**src/rtl/tracer_pkg.sv**
```systemverilog
// Shared types and helpers for the tracer uDMA streamer: datasize codes, FSM states,
// and the beat-count calculation.
package tracer_pkg;

    localparam logic [1:0] DSIZE_8  = 2'd0;
    localparam logic [1:0] DSIZE_16 = 2'd1;
    localparam logic [1:0] DSIZE_32 = 2'd2;

    typedef enum logic [0:0] {
        StIdle,
        StSend
    } streamer_state_e;

    // Number of DATA_WIDTH beats needed to carry len bytes.
    function automatic int unsigned beats_for_len(input int unsigned len,
                                                  input int unsigned data_width);
        return (len * 8 + data_width - 1) / data_width;
    endfunction

endpackage

```
**src/rtl/tracer_pkt_fifo.sv**
```systemverilog
// Packet FIFO for the tracer streamer. A pop in the same cycle frees a slot, so a push
// into a full FIFO is still accepted when it coincides with a pop.
module tracer_pkt_fifo #(
    parameter int unsigned Width = 8,
    parameter int unsigned Depth = 8
) (
    input  logic             clk_i,
    input  logic             rst_i,
    input  logic             flush_i,
    input  logic             push_i,
    input  logic [Width-1:0] wdata_i,
    input  logic             pop_i,
    output logic [Width-1:0] rdata_o,
    output logic             full_o,
    output logic             empty_o
);

    localparam int unsigned PtrW = $clog2(Depth);

    logic [Width-1:0] mem_q [Depth];
    logic [PtrW:0]    wptr_q, wptr_d;
    logic [PtrW:0]    rptr_q, rptr_d;
    logic             do_push, do_pop;

    assign empty_o = (wptr_q == rptr_q);
    assign full_o  = (wptr_q[PtrW] != rptr_q[PtrW]) &&
                     (wptr_q[PtrW-1:0] == rptr_q[PtrW-1:0]);
    assign rdata_o = mem_q[rptr_q[PtrW-1:0]];

    assign do_pop  = pop_i & ~empty_o;
    assign do_push = push_i & (~full_o | do_pop);

    always_comb begin
        wptr_d = wptr_q;
        rptr_d = rptr_q;
        if (flush_i) begin
            wptr_d = '0;
            rptr_d = '0;
        end else begin
            if (do_push) wptr_d = wptr_q + (PtrW+1)'(1);
            if (do_pop)  rptr_d = rptr_q + (PtrW+1)'(1);
        end
    end

    always_ff @(posedge clk_i or posedge rst_i) begin
        if (rst_i) begin
            wptr_q <= '0;
            rptr_q <= '0;
        end else begin
            wptr_q <= wptr_d;
            rptr_q <= rptr_d;
        end
    end

    always_ff @(posedge clk_i) begin
        if (do_push && !flush_i) mem_q[wptr_q[PtrW-1:0]] <= wdata_i;
    end

endmodule

```
**src/rtl/tracer_udma_streamer.sv**
```systemverilog
// Buffers variable-length trace packets and serialises them LSB-first into DATA_WIDTH
// beats on the uDMA RX channel, with drop statistics for packets lost to a full FIFO.
module tracer_udma_streamer
    import tracer_pkg::*;
#(
    parameter int unsigned DATA_WIDTH = 32,
    parameter int unsigned PKT_WIDTH  = 128,
    parameter int unsigned FIFO_DEPTH = 8,
    parameter int unsigned CNT_WIDTH  = 16
) (
    input  logic                               clk_i,
    input  logic                               rst_i,
    input  logic                               enable_i,
    input  logic                               flush_i,
    input  logic [PKT_WIDTH-1:0]               pkt_data_i,
    input  logic [$clog2(PKT_WIDTH/8):0]       pkt_len_i,
    input  logic                               pkt_valid_i,
    output logic                               pkt_ready_o,
    output logic [1:0]                         data_rx_datasize_o,
    output logic [DATA_WIDTH-1:0]              data_rx_data_o,
    output logic                               data_rx_valid_o,
    input  logic                               data_rx_ready_i,
    output logic                               overflow_o,
    output logic [CNT_WIDTH-1:0]               drop_cnt_o,
    input  logic                               clr_stat_i,
    output logic                               busy_o
);

    localparam int unsigned PktBytes = PKT_WIDTH / 8;
    localparam int unsigned LenW     = $clog2(PktBytes) + 1;
    localparam int unsigned BeatW    = $clog2(PKT_WIDTH / DATA_WIDTH) + 1;
    localparam logic [1:0]  DSize    = (DATA_WIDTH == 8)  ? DSIZE_8  :
                                       (DATA_WIDTH == 16) ? DSIZE_16 : DSIZE_32;

    streamer_state_e        state_q, state_d;
    logic [PKT_WIDTH-1:0]   shift_q, shift_d;
    logic [BeatW-1:0]       beats_q, beats_d;
    logic                   overflow_q, overflow_d;
    logic [CNT_WIDTH-1:0]   drop_cnt_q, drop_cnt_d;

    logic [PKT_WIDTH-1:0]      pkt_masked;
    logic [PKT_WIDTH+LenW-1:0] fifo_rdata;
    logic [PKT_WIDTH-1:0]      head_data;
    logic [LenW-1:0]           head_len;
    logic                      fifo_full, fifo_empty, fifo_pop;
    logic                      len_ok, offer, drop;

    assign pkt_ready_o        = enable_i & ~flush_i;
    assign data_rx_datasize_o = DSize;
    assign len_ok = (pkt_len_i != '0) && (pkt_len_i <= LenW'(PktBytes));
    assign offer  = pkt_valid_i & pkt_ready_o & len_ok;
    assign drop   = offer & fifo_full & ~fifo_pop;

    // Bytes past len are zeroed on entry so the last beat carries zero padding.
    always_comb begin
        pkt_masked = '0;
        for (int b = 0; b < int'(PktBytes); b++) begin
            if (b < int'(pkt_len_i)) pkt_masked[b*8 +: 8] = pkt_data_i[b*8 +: 8];
        end
    end

    tracer_pkt_fifo #(
        .Width (PKT_WIDTH + LenW),
        .Depth (FIFO_DEPTH)
    ) u_fifo (
        .clk_i   (clk_i),
        .rst_i   (rst_i),
        .flush_i (flush_i),
        .push_i  (offer),
        .wdata_i ({pkt_len_i, pkt_masked}),
        .pop_i   (fifo_pop),
        .rdata_o (fifo_rdata),
        .full_o  (fifo_full),
        .empty_o (fifo_empty)
    );

    assign head_data = fifo_rdata[PKT_WIDTH-1:0];
    assign head_len  = fifo_rdata[PKT_WIDTH +: LenW];

    always_ff @(posedge clk_i or posedge rst_i) begin
        if (rst_i) begin
            state_q    <= StIdle;
            shift_q    <= '0;
            beats_q    <= '0;
            overflow_q <= 1'b0;
            drop_cnt_q <= '0;
        end else begin
            state_q    <= state_d;
            shift_q    <= shift_d;
            beats_q    <= beats_d;
            overflow_q <= overflow_d;
            drop_cnt_q <= drop_cnt_d;
        end
    end

    always_comb begin
        state_d  = state_q;
        shift_d  = shift_q;
        beats_d  = beats_q;
        fifo_pop = 1'b0;
        if (flush_i) begin
            state_d = StIdle;
            shift_d = '0;
            beats_d = '0;
        end else begin
            unique case (state_q)
                StIdle: begin
                    if (!fifo_empty) begin
                        fifo_pop = 1'b1;
                        shift_d  = head_data;
                        beats_d  = BeatW'(beats_for_len(32'(head_len), DATA_WIDTH));
                        state_d  = StSend;
                    end
                end
                StSend: begin
                    if (data_rx_ready_i) begin
                        if (beats_q == BeatW'(1)) begin
                            // Chain straight into the next packet to avoid a bubble.
                            if (!fifo_empty) begin
                                fifo_pop = 1'b1;
                                shift_d  = head_data;
                                beats_d  = BeatW'(beats_for_len(32'(head_len), DATA_WIDTH));
                            end else begin
                                shift_d = '0;
                                beats_d = '0;
                                state_d = StIdle;
                            end
                        end else begin
                            shift_d = shift_q >> DATA_WIDTH;
                            beats_d = beats_q - BeatW'(1);
                        end
                    end
                end
                default: state_d = StIdle;
            endcase
        end
    end

    always_comb begin
        data_rx_valid_o = (state_q == StSend);
        data_rx_data_o  = (state_q == StSend) ? shift_q[DATA_WIDTH-1:0] : '0;
        busy_o          = ~fifo_empty | (state_q != StIdle);
    end

    // A clear coincident with a drop wins.
    always_comb begin
        overflow_d = overflow_q;
        drop_cnt_d = drop_cnt_q;
        if (clr_stat_i) begin
            overflow_d = 1'b0;
            drop_cnt_d = '0;
        end else if (drop) begin
            overflow_d = 1'b1;
            if (drop_cnt_q != '1) drop_cnt_d = drop_cnt_q + CNT_WIDTH'(1);
        end
    end

    assign overflow_o = overflow_q;
    assign drop_cnt_o = drop_cnt_q;

endmodule

```
**config.mk**
```make
export PLATFORM = sky130hd
export DESIGN_NAME = tracer_udma_streamer
export DESIGN_NICKNAME = d
export VERILOG_FILES = /design/src/rtl/tracer_pkg.sv /design/src/rtl/tracer_pkt_fifo.sv /design/src/rtl/tracer_udma_streamer.sv
export SDC_FILE = /design/constraint.sdc
export NUM_CORES = 1
export LEC_CHECK = 0
export CORE_UTILIZATION = 35
export CTS_CLUSTER_DIAMETER = 40
export DETAILED_ROUTE_END_ITERATION = 10
export GPL_TIMING_DRIVEN = 0
export MAX_ROUTING_LAYER = met4
export RECOVER_POWER = 50
export SETUP_SLACK_MARGIN = 0.4
export SLEW_MARGIN = 20
export SYNTH_ARGS = -nofsm -noshare
export SYNTH_HDL_FRONTEND = slang
export SYNTH_SLANG_ARGS = --single-unit
```
**constraint.sdc**
```tcl
create_clock -name clk_i -period 12.4 [get_ports clk_i]
set_input_delay 1.24 -clock clk_i [delete_from_list [all_inputs] [get_ports clk_i]]
set_output_delay 1.24 -clock clk_i [all_outputs]
set_load 0.02 [all_outputs]
```
== Word level (Yosys, flattened, before mapping) ==
Memories as Yosys holds them, arrays and structs flattened.
Index checks and enable logic that the tools add are counted.

* Bits in latches: 0
* Output and inout bits: 54
* Memory bits (read-only): 0
* Memory bits (writable): 1064
* Input bits: 140
* Word-level logic and storage cells: 112
* Memories: 1
* Bits in registers: 157

{| class="wikitable"
|+ Memories
! name !! depth !! width !! rd ports !! clocked after Yosys merged registers in !! wr ports !! RTL line !! source
|-
| u_fifo.mem_q || 8 || 133 || 1 || 0 || 1 || tracer_pkt_fifo.sv:20 || <nowiki>logic [Width-1:0] mem_q [Depth];</nowiki>
|}

* Bitwise operators: 14
* Multiply operators: 0
* $add $sub $neg: 6
* $lt $le $gt $ge: 17
* Divide/modulo/power cells: 0
* Shift operators: 0
* Muxes and demuxes: 49
* Equality and inequality tests: 7
* Reductions and logical operators: 11

{| class="wikitable"
|+ Operators by type and width
! operator !! number
|-
| 128-bit two-way mux || 5
|-
| 128-bit case mux with 2 select lines || 1
|-
| 8-bit two-way mux || 16
|-
| 16-bit two-way mux || 3
|-
| 4-bit by 5-bit less-than comparator with 1-bit output (first input constant) || 8
|-
| 32-bit two-way mux || 1
|-
| 3-bit by 5-bit less-than comparator with 1-bit output (first input constant) || 4
|-
| 16-bit by 1-bit adder with 16-bit output (second input constant) || 1
|-
| 4-bit two-way mux || 4
|-
| 16-bit != test (second input constant) || 1
|-
| 3-bit two-way mux || 5
|-
| 1-bit two-way mux || 11
|-
| 1-bit by 5-bit less-than comparator with 1-bit output (first input constant) || 2
|-
| 2-bit by 5-bit less-than comparator with 1-bit output (first input constant) || 2
|-
| 4-bit by 1-bit adder with 4-bit output (second input constant) || 2
|-
| 8-bit by 6-bit adder with 8-bit output (second input constant) || 1
|-
| 2-bit nonzero test || 4
|-
| 8-bit by 1-bit subtractor with 8-bit output (second input constant) || 1
|-
| 1-bit AND || 7
|-
| 3-bit != test (second input constant) || 2
|-
| 3-bit case mux with 2 select lines || 1
|-
| 5-bit <= comparator (second input constant) || 1
|-
| 1-bit NOT || 5
|-
| 5-bit nonzero test || 1
|-
| 10 further kinds || 15
|}

== Logic depth before layout (Yosys ltp) ==
Gate-level depths: netlist (run 1).

* Depth after elaboration: 12
* Mapped depth: 10
* Mapped depth without buffers: 7

== Hierarchy ==
A second synthesis (run 1) with hierarchy kept.

* Cells, all modules: 2345
* Area, all modules: 48014.8 um2

{| class="wikitable"
|+ Modules (own cells, without submodules)
! module !! sequential area each (um2) !! area an instance (um2) !! cells an instance !! times used
|-
| tracer_pkt_fifo || 32150.8 || 40577.7 || 1620 || 1
|-
| tracer_udma_streamer || 3728.6 || 7437.1 || 725 || 1
|}

== Least setup slack after synthesis (run 1) ==
No wires, ideal clock.

* Kind: input port to flip-flop
* Start: input pkt_len_i[2]
* End: memory u_fifo.mem_q[1][0] (netlist bit), enable pin
* Path slack: 0.261 ns
* Required time: 11.612 ns
* Library setup time: 0.788 ns
* Buffers on the path: 1
* Arrival: 11.351 ns
* Stages: 6
* Path through: buf_4 > o41ai_2 > o211ai_1 > o21bai_1 > or2_2 > nor3_1

* Longest elaborated chain between the ends: 7
* Elaborated cells between the ends (all ways): 8
* Those cells by class: order compare: 1; mux: 2; bitwise: 2; reduce/logical: 3

{| class="wikitable"
|+ Ends and longest elaborated chain
! what !! RTL line !! source
|-
| start, declared || tracer_udma_streamer.sv:16 || <nowiki>input logic [$clog2(PKT_WIDTH/8):0] pkt_len_i,</nowiki>
|-
| 5-bit <= comparator or 5-bit nonzero test (tied branches) || tracer_udma_streamer.sv:50 || <nowiki>assign len_ok = (pkt_len_i != '0) && (pkt_len_i <= LenW'(PktBytes));</nowiki>
|-
| 1-bit logical AND * || tracer_udma_streamer.sv:50 ||
|-
| 1-bit AND * || tracer_udma_streamer.sv:51 || <nowiki>assign offer = pkt_valid_i & pkt_ready_o & len_ok;</nowiki>
|-
| 1-bit AND * || tracer_pkt_fifo.sv:31 || <nowiki>assign do_push = push_i & (~full_o | do_pop);</nowiki>
|-
| 1-bit logical AND * || tracer_pkt_fifo.sv:56 || <nowiki>if (do_push && !flush_i) mem_q[wptr_q[PtrW-1:0]] <= wdata_i;</nowiki>
|-
| 1-bit two-way mux * || tracer_pkt_fifo.sv:56 ||
|-
| 1-bit two-way mux (implied by the code) * || tracer_pkt_fifo.sv:56 ||
|-
| end, declared || tracer_pkt_fifo.sv:20 ||
|}

Mark *: on every way between the ends. The rest lies on a longest branch, timed or not.

== Final worst setup path (run 1) ==
* Start: input pkt_len_i[1]
* End: memory u_fifo.mem_q[0][68] (netlist bit), enable pin

Same word-level chain as after synthesis.

==> metrics.md, run 1 <==
| Metric | Value |
|---|---|
| Avg WL per Cell | between 20 and 30 µm |
| Slew Viols, Final | 56 |
| Core Box Area | approximately 130,000 µm² |
| Tmin final | just over 5000 ps |
| Clock network power share | 39.0% |
| # hold bufs at CTS | 0 |
| Setup-failing EPs final | 0 |
| Crit end category | flop |
| Mapped Nets | 2,482 |
| FF+latch count, synth | between 1,000 and 1,500 |
| DRC | 0 |
| Antenna viol nets, final | 0 |
| RSZ-0062 raised after global routing | no |
| PwrDens | roughly 180 nW/µm² |
| Die X-Extent | about 370 µm |
| Hold Crit Class | reg2reg |
| Synth Cell Area | between 40,000 and 50,000 µm² |
| CTS Root Cell | clkbuf_16 |
| Post-Place Cells | 4,373 |
| Relative slew slack | -90.23% |
| Period utilization | about two fifths |
| Mean post-synth cell area | about 20 µm² |
| Outcome | finished with violations |
| Vias in the first global route | between 20,000 and 30,000 |
| Crit-path max FO | 11 |
| Maxcap violations | 1 |
| Final WL | 127,900 µm |
| Clk_lat worst skew | ~770 ps |
| Via count | between 20,000 and 25,000 |
| Die height | ~370 µm |
| Pint | between 7000 and 8000 µW |
| P_sw | about 2800 µW |
| Worst endpoint data arrival time | about 5700 ps |
| Post-place setup slack | about 6500 ps |
| CTS Buf Count | 142 |
| Clk slew on worst S/H paths | 60 ps |
| Leakage power total | 0.01970 µW |
| Mapped Cells | roughly 2,300 |
| Iter 0 DRT Violations | between 2,000 and 3,000 |
| Warnings, synthesis | 0 |
| Most used DFF post-synth | edfxtp_1 |
| H-tree levels | 4 |
| Final hold vios | 0 |
| Gpl congestion | 0.8701 |
| Placement Rows | between 100 and 150 |
| Total GRT Usage | 19.17% |
| Tightest Pin Transition | around 2800 ps |
| Setup CP Type | in2reg |
| Worst Path Required | roughly 13,000 ps |
| Fmax | between 0.15 and 0.2 GHz |
| Final HPWL DP | ~87,000 µm |
| I/O Pins | approximately 190 |
| Area grow syn2layout | 22.14% |
| TritonCTS Sinks | ~1,200 |
| Comb pwr share | around 16% |
| Worst Clk Skew | 25.49 ps |
| Largest net degree at the start of global routing | 103 |
| Post-Layout Cell Count | between 4,000 and 5,000 |
| Initial core utilization | a little over a third |
| Reg power frac | roughly 45% |
| Ratio of cells with drive above 1 in the final layout | about 22% |
| Setup bufs post-CTS | 0 |
| First-pass GRT wire length | between 150,000 and 200,000 µm |
| Port Buffers | 190 |
| Number of synthesized flops with an enable pin | around 1,100 |
| VDD IR max | ~0.16 mV |
| Async SR Flop Fraction | between 10% and 20% |
| Slack of the critical path | 7200 ps |
| Antenna violations before repair | 12 |
| Failing checks | capacitance limit, slew limit |
| Worst setup SP type | input port |
| Final Net Count | 2,894 |
| Net Sw Frac | around a quarter |
| Sequential share of the synthesized area | 75.51% |
| CTS tree | built |
| Unique masters post-synth | 55 |
| Remaining global-route overflow | 0 |
| Die area | roughly 140,000 µm² |
| Via density | 5.351 |
| CTS Buffer Depth | 3 |
| Drt first pass iters | 8 |
| Design Power | around 11,000 µW |
| Post-CTS Resized | 0 |
-- area by class of cell --
type,count,area (µm²)
antenna,10,25.02
clock buffer,171,3776
clock inverter,91,985.9
fill,11490,76090
buffer,134,558.0
multi-input combinational,968,11060
sequential,1221,35880
inverter,14,55.05
timing repair buffer,268,3478
tap,1768,2212
-- worst max-delay path, cell delays in order --
cell	delay [ps]
dlygate4sd3_1	730
clkbuf_1	570
or3_1	270
o211ai_1	290
o21bai_1	360
nand2b_1	410
nor3_4	600
buf_8	230
buf_8	170
buf_6	190
buf_8	190
buf_8	170
buf_6	190
-- logic make-up after synthesis --
kind of cell	share of synthesized area, %
AOI/OAI and AO/OA	3.455
xor gates and xnor gates	0.1659
adders and majority gates	0.1317
buffers and inverters	1.335
DFF	75.51
muxes	15.23
other	0.01581
and+or+nand+nor	4.155
-- stage by stage --
stage / hold slack (ps) / cell area [µm²] / TNS (ps) / util [%]
floorplan: 456.6 / 47520 / 0 / -
global placement: 476.4 / 51640 / -3842070 / 38.50
detailed placement: 477.8 / 53330 / 0 / 39.76
CTS: 492.3 / 58090 / 0 / 43.31
global route: 509.5 / 58030 / 0 / 43.26
finish: 492.4 / 58030 / 0 / 43.27
-- synth_stat cells, types with 11 or more instances --
| cell | n | area share (%) |
|---|---|---|
| nand2_1 | 19 | 0.15 |
| inv_1 | 13 | 0.10 |
| nor2b_1 | 83 | 1.1 |
| edfxtp_1 | 1064 | 67 |
| buf_1 | 20 | 0.16 |
| nand3_1 | 12 | 0.13 |
| nor2_1 | 120 | 0.95 |
| dfrtp_1 | 157 | 8.3 |
| a221o_1 | 96 | 2.0 |
| o31ai_1 | 13 | 0.21 |
| clkbuf_1 | 67 | 0.53 |
| buf_2 | 42 | 0.44 |
| mux2i_1 | 130 | 2.7 |
| a21oi_1 | 25 | 0.26 |
| or4_1 | 11 | 0.17 |
| o2bb2ai_1 | 32 | 0.59 |
| and2_1 | 80 | 1.1 |
| mux4_2 | 262 | 12 |
-- placed cells by master (no fill, tap or decap), types with 15 or more instances in the layout --
cell type           n
clkbuf_1          110
and2_1             32
clkinvlp_4         17
nor2_1            115
dfrtp_1           157
clkbuf_16         145
nand2_1            19
inv_6              16
a221o_1            96
a21oi_1            24
dlygate4sd3_1      25
edfxtp_1         1064
buf_1              15
clkinv_2           15
o2bb2ai_1          32
clkdlybuf4s50_1   165
mux2i_1           130
buf_16             29
and2_0             48
mux4_2            262
buf_8              22
buf_12             19
buf_2              28
nor2b_1            83
-- power groups by stage --
stage | clock, µW | combinational [µW] | sequential [µW]
2_1_floorplan | 0 | 1190 | 4770
3_3_place_gp | 0 | 1740 | 4860
3_5_place_dp | 0 | 1790 | 4860
4_1_cts | 4240 | 1790 | 4780
5_1_grt | 4390 | 1880 | 4790
6_report | 4180 | 1750 | 4790
-- per-layer routing --
metal | vias up | share of wire (%) | global-route usage, %
met3 | 197 | 6.5 | 3.146
li1 | 10460 | - | -
met5 | - | 0 | -
met1 | 13200 | 42 | 25.35
met2 | 998 | 48 | 29.37
met4 | 0 | 4.0 | 8.143
-- state kept, by name (all words and copies together), names as in the netlist --
signal	flops
beats_q	3
shift_q	128
overflow_o	1
drop_cnt_o	16
u_fifo.rptr_q	4
data_rx_valid_o	1
u_fifo.mem_q	1064
u_fifo.wptr_q	4
-- path summary, 6_finish.rpt --
path | slack [ps] | end | depth (start not counted) | startpoint
worst max-delay path | 7200 | u_fifo.mem_q[0][68] | 13 | pkt_len_i[1]
min in group asynchronous | 1740 | drop_cnt_o[8] | 2 | rst_i
worst min-delay path | 490 | shift_q[121] | 1 | shift_q[121]
worst min register to register | 490 | shift_q[121] | 1 | shift_q[121]
worst max register to register | 7580 | shift_q[120] | 7 | u_fifo.rptr_q[0]
max in group asynchronous | 9250 | shift_q[25] | 3 | rst_i
(Power assumes the default switching activity.)
==> inputs of run 2 (changes only) <==
==> constraint.sdc (replaced) <==
create_clock -name clk_i -period 5.3 [get_ports clk_i]
set_input_delay 0.53 -clock clk_i [delete_from_list [all_inputs] [get_ports clk_i]]
set_output_delay 0.53 -clock clk_i [all_outputs]
set_load 0.02 [all_outputs]
==> run 2 against run 1 <==
  * The run still ends with capacitance limit, slew limit left
  * Combinational power up 130%
  * Sequential power up 130%
  * Flip-flop and latch count did not move
  * Register-to-register slack got worse by 6700 ps
  * Final area rose by 0.11%
  * Cell count is 0.11% higher
  * First-iteration DRC count is 8.1% higher
  * Utilization about the same
  * Clock skew decreased by 4.7 ps
  * Setup slack worse by 6400 ps
  * Die area unchanged
  * Largest cell class unchanged
==> metrics.md, run 2 (synthesis gave the netlist of run 1 again) <==
| Metric | Value |
|---|---|
| Commonest non-fill, non-tap cell in the layout | edfxtp_1 (unchanged) |
| Design Power | 25,090 µW (was 10,720 µW) |
| Final Net Count | 2,895 (was 2,894) |
| DRC | 0 (unchanged) |
| Leakage power total | 0.01980 µW (was 0.01970 µW) |
| Avg WL per Cell | 27.14 µm (was 27.54 µm) |
| Worst reg2reg startpoint | u_fifo.rptr_q[0] (unchanged) |
| Worst setup SP type | input port (unchanged) |
| Die X-Extent | 370.5 µm (unchanged) |
| Final HPWL DP | 86,350 µm (was 86,990 µm) |
| Worst Path Required | 5740 ps (was 12,850 ps) |
| Iter 0 DRT Violations | 2,997 (was 2,773) |
| CTS Buf Count | 145 (was 142) |
| Ratio of cells with drive above 1 in the final layout | 22.23% (was 21.73%) |
| Tmin final | about 4500 ps |
| Largest net degree at the start of global routing | 110 (was 103) |
| PwrDens | 431.8 nW/µm² (was 184.7 nW/µm²) |
| First-pass GRT wire length | 179,800 µm (was 181,200 µm) |
| Antenna viol nets, final | 0 (unchanged) |
| Worst Hold Slack | 203.4 ps (was 492.4 ps) |
| Most frequent cells in the layout | edfxtp_1, mux4_2, clkdlybuf4s50_1, dfrtp_1, clkbuf_16 (unchanged) |
| WHS Endpoint | overflow_o (was shift_q[121]) |
| Setup-failing EPs final | 0 (unchanged) |
| Crit-path most repeated cell | buf_12 (was buf_8) |
| Area grow syn2layout | 22.27% (was 22.14%) |
| Total GRT Usage | 18.94% (was 19.17%) |
| Clk slew on worst S/H paths | 50 ps (was 60 ps) |
| Outcome | finished with violations (unchanged) |
| Worst Clk Skew | 20.74 ps (was 25.49 ps) |
| Gpl congestion | 0.9246 (was 0.8701) |
| Drt first pass iters | 5 (was 8) |
| Crit end category | flop (unchanged) |
| Max incr delay on CP | 1090 ps (was 730 ps) |
| Slowest cell on crit path | nor2_1 (was dlygate4sd3_1) |
| Crit-path max FO | 17 (was 11) |
| I/O Pins | 194 (unchanged) |
| Initial core utilization | 35.42% (unchanged) |
| Via count | 24,620 (was 24,860) |
| Worst endpoint data arrival time | 4930 ps (was 5650 ps) |
| CTS Buffer Depth | 3 (unchanged) |
| Port Buffers | 190 (unchanged) |
| Antenna violations before repair | 15 (was 12) |
| Post-Layout Cell Count | 4,650 (was 4,645) |
| Final hold vios | 0 (unchanged) |
| Hold Crit Start | clr_stat_i (was shift_q[121]) |
| RSZ-0062 raised after global routing | no (unchanged) |
| Placed cell area | 53,370 µm² (was 53,330 µm²) |
| Final WL | 126,200 µm (was 127,900 µm) |
| Setup CP Type | in2reg (unchanged) |
| Fmax | 0.2224 GHz |
| Clk_lat worst skew | 750 ps (was 770 ps) |
| Hold Path Cell Cnt | 2 (was 1) |
| Period utilization | roughly 85% |
| VDD IR max | 0.3293 mV (was 0.1589 mV) |
| GRT met1 Usage | 24.83% (was 25.35%) |
| Hold Crit Class | in2reg (was reg2reg) |
| Max reg flops | 1,064 (unchanged) |
| Design Area, Final | 58,100 µm² (was 58,030 µm²) |
| Core Box Area | 134,100 µm² (unchanged) |
| Grt met2 use | 29.65% (was 29.37%) |
| GRT busiest layer | met2 (unchanged) |
| Die area | 137,200 µm² (unchanged) |
| Flop2flop setup slack | 920 ps (was 7580 ps) |
| CP top delay family | buffers and inverters (unchanged) |
| Setup bufs post-CTS | 0 (unchanged) |
| H-tree levels | 4 (unchanged) |
| Post-CTS Resized | 0 (unchanged) |
| Worst reg-to-reg path cell count | 7 (unchanged) |
| Critical Path, Cell by Cell | dlygate4sd3_1 > clkbuf_1 > or3_1 > o211ai_1 > o21bai_1 > nand2b_1 > nor2_1 > buf_12 > buf_16 > buf_12 (was dlygate4sd3_1 > clkbuf_1 > or3_1 > o211ai_1 > o21bai_1 > nand2b_1 > nor3_4 > buf_8 > buf_8 > buf_6 > buf_8 > buf_8 > buf_6) |
| Via density | 5.294 (was 5.351) |
| GR Util met3 | 3.160% (was 3.146%) |
| Slew Viols, Final | 49 (was 56) |
| # hold bufs at CTS | 0 (unchanged) |
| Remaining global-route overflow | 0 (unchanged) |
| CTS Root Cell | clkbuf_16 (unchanged) |
| TritonCTS Sinks | 1,221 (unchanged) |
| Failing checks | capacitance limit, slew limit (unchanged) |
| WP buf/inv | 5 (was 8) |
| CTS tree | built (unchanged) |
| Crit Reg-Reg Endpoint | shift_q[110] (was shift_q[120]) |
| Tightest Pin Transition | 2589 ps (was 2838 ps) |
| Post-Place Cells | 4,371 (was 4,373) |
| Vias in the first global route | 25,120 (was 25,410) |
| Relative slew slack | -73.52% (was -90.23%) |
| Die height | 370.5 µm (unchanged) |
| Placement Rows | 134 (unchanged) |
| Maxcap violations | 1 (unchanged) |
## run 2: cell count changes in the layout (fill, tap and decap cells not counted), moves of 3 or more
cell / before / now
clkinv_4: 10 / 16
clkbuf_16: 145 / 150
nor2_1: 115 / 118
buf_2: 28 / 39
inv_8: 5 / 8
bufinv_16: 12 / 7
buf_1: 15 / 18
nor2_4: 5 / 2
clkbuf_1: 110 / 90
clkinvlp_4: 17 / 10
inv_6: 16 / 20
buf_6: 6 / 1
## run 2: power breakdown
| part | total (µW) | switching, µW | internal, µW |
|---|---|---|---|
| Combinational | 4080 | 2260 | 1820 |
| Sequential | 11200 | 404 | 10800 |
| Clock | 9760 | 4090 | 5680 |
| Total | 25100 | 6750 | 18300 |
## run 2: worst max path at each step
| stage | start | endpoint | cells after the start | slack [ps] |
|---|---|---|---|---|
| after floorplan | pkt_len_i[3] | u_fifo.mem_q[3][0] | 6 | -240 |
| final | pkt_len_i[1] | u_fifo.mem_q[6][45] | 10 | 800 |
| after detailed placement | pkt_len_i[1] | u_fifo.mem_q[0][73] | 12 | 450 |
| after CTS | pkt_len_i[1] | u_fifo.mem_q[0][86] | 12 | 1230 |
| after global placement | pkt_len_i[1] | u_fifo.mem_q[3][45] | 7 | -5650 |
| after global routing | pkt_len_i[1] | u_fifo.mem_q[5][40] | 11 | 740 |
## run 2: per-layer routing
layer / vias up / part of all wire (%)
met3: 185 / 6.5
li1: 10470 / -
met5: - / 0
met1: 13050 / 41
met4: 0 / 3.7
met2: 912 / 48
## run 2: per-stage QoR
step	worst slack (ps)	utilization (%)	setup TNS, ps
after floorplan	-235.2	-	-62550
after global placement	-5651	38.54	-4511530
after detailed placement	454.6	39.79	0
after CTS	1234	43.36	0
after global routing	741.6	43.30	0
final	803.9	43.31	0
## run 2: final cells by class
cell class                 count  area [µm²]
clock buffer                 170        3859
fill                       11480       76030
tap                         1768        2212
multi-input combinational    968       11040
antenna                       12       30.03
buffer                       134       576.8
timing repair buffer         266        3505
sequential                  1221       35880
clock inverter                97       934.6
inverter                      14       61.31
==> inputs of run 3 (changes only) <==
==> constraint.sdc (replaced) <==
create_clock -name clk_i -period 4.1 [get_ports clk_i]
set_input_delay 0.41 -clock clk_i [delete_from_list [all_inputs] [get_ports clk_i]]
set_output_delay 0.41 -clock clk_i [all_outputs]
set_load 0.02 [all_outputs]
==> run 3 against run 2 <==
  * The run still ends with capacitance limit, slew limit left
  * Critical path depth rose by 1
  * Worst hold slack got worse by 140 ps
  * Final area barely moved
  * Setup slack got worse by 410 ps
  * Sequential power rose by 29%
  * Die area did not move
  * Critical path type unchanged
  * Highest routed layer unchanged
==> metrics.md, run 3 (synthesis gave the netlist of run 1 again) <==
| Metric | Value |
|---|---|
| Outcome | finished with violations (unchanged) |
| Failing checks | capacitance limit, slew limit (unchanged) |
| CTS Root Cell | clkbuf_16 (unchanged) |
| Worst Path Required | 4550 ps (was 5740 ps) |
| VDD IR max | 0.4875 mV (was 0.3293 mV) |
| Tightest Pin Transition | 2758 ps (was 2589 ps) |
| Core Box Area | 134,100 µm² (unchanged) |
| Antenna viol nets, final | 0 (unchanged) |
| I/O Pins | 194 (unchanged) |
| Register area | 35,880 µm² (unchanged) |
| Period utilization | between 90% and 100% |
| Final HPWL DP | 87,460 µm (was 86,350 µm) |
| PwrDens | 557.7 nW/µm² (was 431.8 nW/µm²) |
| Final Net Count | 2,902 (was 2,895) |
| Area grow syn2layout | 22.37% (was 22.27%) |
| Crit-path max FO | 16 (was 17) |
| Crit end category | flop (unchanged) |
| Max reg flops | 1,064 (unchanged) |
| Clk slew on worst S/H paths | 50 ps (about the same) |
| First-pass GRT wire length | 179,700 µm (was 179,800 µm) |
| Final WL | 126,300 µm (was 126,200 µm) |
| Tmin final | approximately 3700 ps |
| Via density | 5.334 (was 5.294) |
| Fill cells | 11,420 (was 11,480) |
| Setup CP Type | in2reg (unchanged) |
| Worst setup SP type | input port (unchanged) |
| Port Buffers | 190 (unchanged) |
| Setup TNS | 0 ps (unchanged) |
| Area of the multi-input gates | 11,060 µm² (was 11,040 µm²) |
| Most frequent cells in the layout | edfxtp_1, mux4_2, clkdlybuf4s50_1, dfrtp_1, clkbuf_16 (unchanged) |
| RSZ-0062 raised after global routing | yes (was no) |
| Post-layout util | 43.35% (was 43.31%) |
| Worst Clk Skew | 32.29 ps (was 20.74 ps) |
| Remaining global-route overflow | 0 (unchanged) |
| Slew Viols, Final | 59 (was 49) |
| Die X-Extent | 370.5 µm (unchanged) |
| Placed cell area | 53,400 µm² (was 53,370 µm²) |
| Ratio of cells with drive above 1 in the final layout | 22.54% (was 22.23%) |
| Post-Place Cells | 4,376 (was 4,371) |
| Maxcap violations | 1 (unchanged) |
| CTS tree | built (unchanged) |
| Vias in the first global route | 25,150 (was 25,120) |
| Setup-failing EPs final | 0 (unchanged) |
| Commonest non-fill, non-tap cell in the layout | edfxtp_1 (unchanged) |
| Avg WL per Cell | 27.16 µm (was 27.14 µm) |
| Iter 0 DRT Violations | 2,760 (was 2,997) |
| Antenna violations before repair | 12 (was 15) |
| Die area | 137,200 µm² (unchanged) |
| Post-Layout Cell Count | 4,648 (was 4,650) |
| CTS Buf Count | 143 (was 145) |
| TritonCTS Sinks | 1,221 (unchanged) |
| Relative slew slack | -84.86% (was -73.52%) |
| Design Area, Final | 58,140 µm² (was 58,100 µm²) |
| Via count | 24,790 (was 24,620) |
| Leakage power total | 0.01985 µW (was 0.01980 µW) |
| DRC | 0 (unchanged) |
| Die height | 370.5 µm (unchanged) |
| Clk_lat worst skew | 770 ps (was 750 ps) |
| Placement Rows | 134 (unchanged) |
| Largest net degree at the start of global routing | 100 (was 110) |
| H-tree levels | 4 (unchanged) |
| # hold bufs at CTS | 0 (unchanged) |
| Drt first pass iters | 5 (unchanged) |
| Gpl congestion | 0.9378 (was 0.9246) |
| Fmax | around 0.27 GHz |
| Final hold vios | 0 (unchanged) |
| Initial core utilization | 35.42% (unchanged) |
| Total GRT Usage | 19.01% (was 18.94%) |
| Hold Crit Class | in2reg (unchanged) |
| Worst endpoint data arrival time | 4160 ps (was 4930 ps) |
| CTS Buffer Depth | 3 (unchanged) |
| Design Power | 32,430 µW (was 25,090 µW) |
## run 3: final timing paths
path	startpoint	endpoint	slack, ps	cells after the start
max in group asynchronous	rst_i	shift_q[119]	1840	3
worst min-delay path	clr_stat_i	drop_cnt_o[13]	60	2
min in group asynchronous	rst_i	shift_q[15]	910	2
worst max-delay path	pkt_len_i[1]	u_fifo.mem_q[3][45]	390	11
worst min register to register	shift_q[117]	shift_q[117]	500	1
worst max register to register	u_fifo.rptr_q[2]	shift_q[14]	490	7
## run 3: layout make-up
type	instances	area share, %
Antenna cell	5	0.02152
Sequential cell	1221	61.71
Clock buffer	170	6.542
Clock inverter	93	1.696
Timing Repair Buffer	275	6.096
Buffer	134	1.022
Inverter	14	0.09468
Multi-Input combinational cell	968	19.01
Tap cell	1768	3.805
## run 3: power breakdown
| group | total (µW) | internal, µW | switching (µW) |
|---|---|---|---|
| logic | 5280 | 2360 | 2930 |
| registers | 14500 | 14000 | 475 |
| clock network | 12700 | 7450 | 5200 |
## run 3: through the flow
stage	hold slack (ps)	setup WS [ps]
detailed placement	475.4	-519.9
global placement	474.4	-6060
global route	67.99	297.1
finish	59.45	390.5
floorplan	456.6	-1012
CTS	2.943	408.7
## run 3: worst max-delay path: stages
cell	delay, ps
dlygate4sd3_1	720
clkbuf_2	360
or3_1	220
o211ai_1	300
o21bai_1	370
or2_4	330
nor2_4	610
buf_12	270
buf_16	190
buf_16	160
buf_16	160
## run 3: routing by layer
layer / GRT usage (%) / vias to the layer above / part of all wire (%)
li1: - / 10480 / -
met1: 25.00 / 13090 / 42
met2: 29.43 / 1000 / 48
met3: 3.004 / 226 / 6.2
met4: 7.985 / 0 / 4.1
met5: - / - / 0
## run 3: what timing repair did
action,4_1_cts,5_1_grt
setup endpoints to repair,115,20
setup buffers,0,4
resized for setup,2,3
hold endpoints to repair,0,0
cloned,0,0
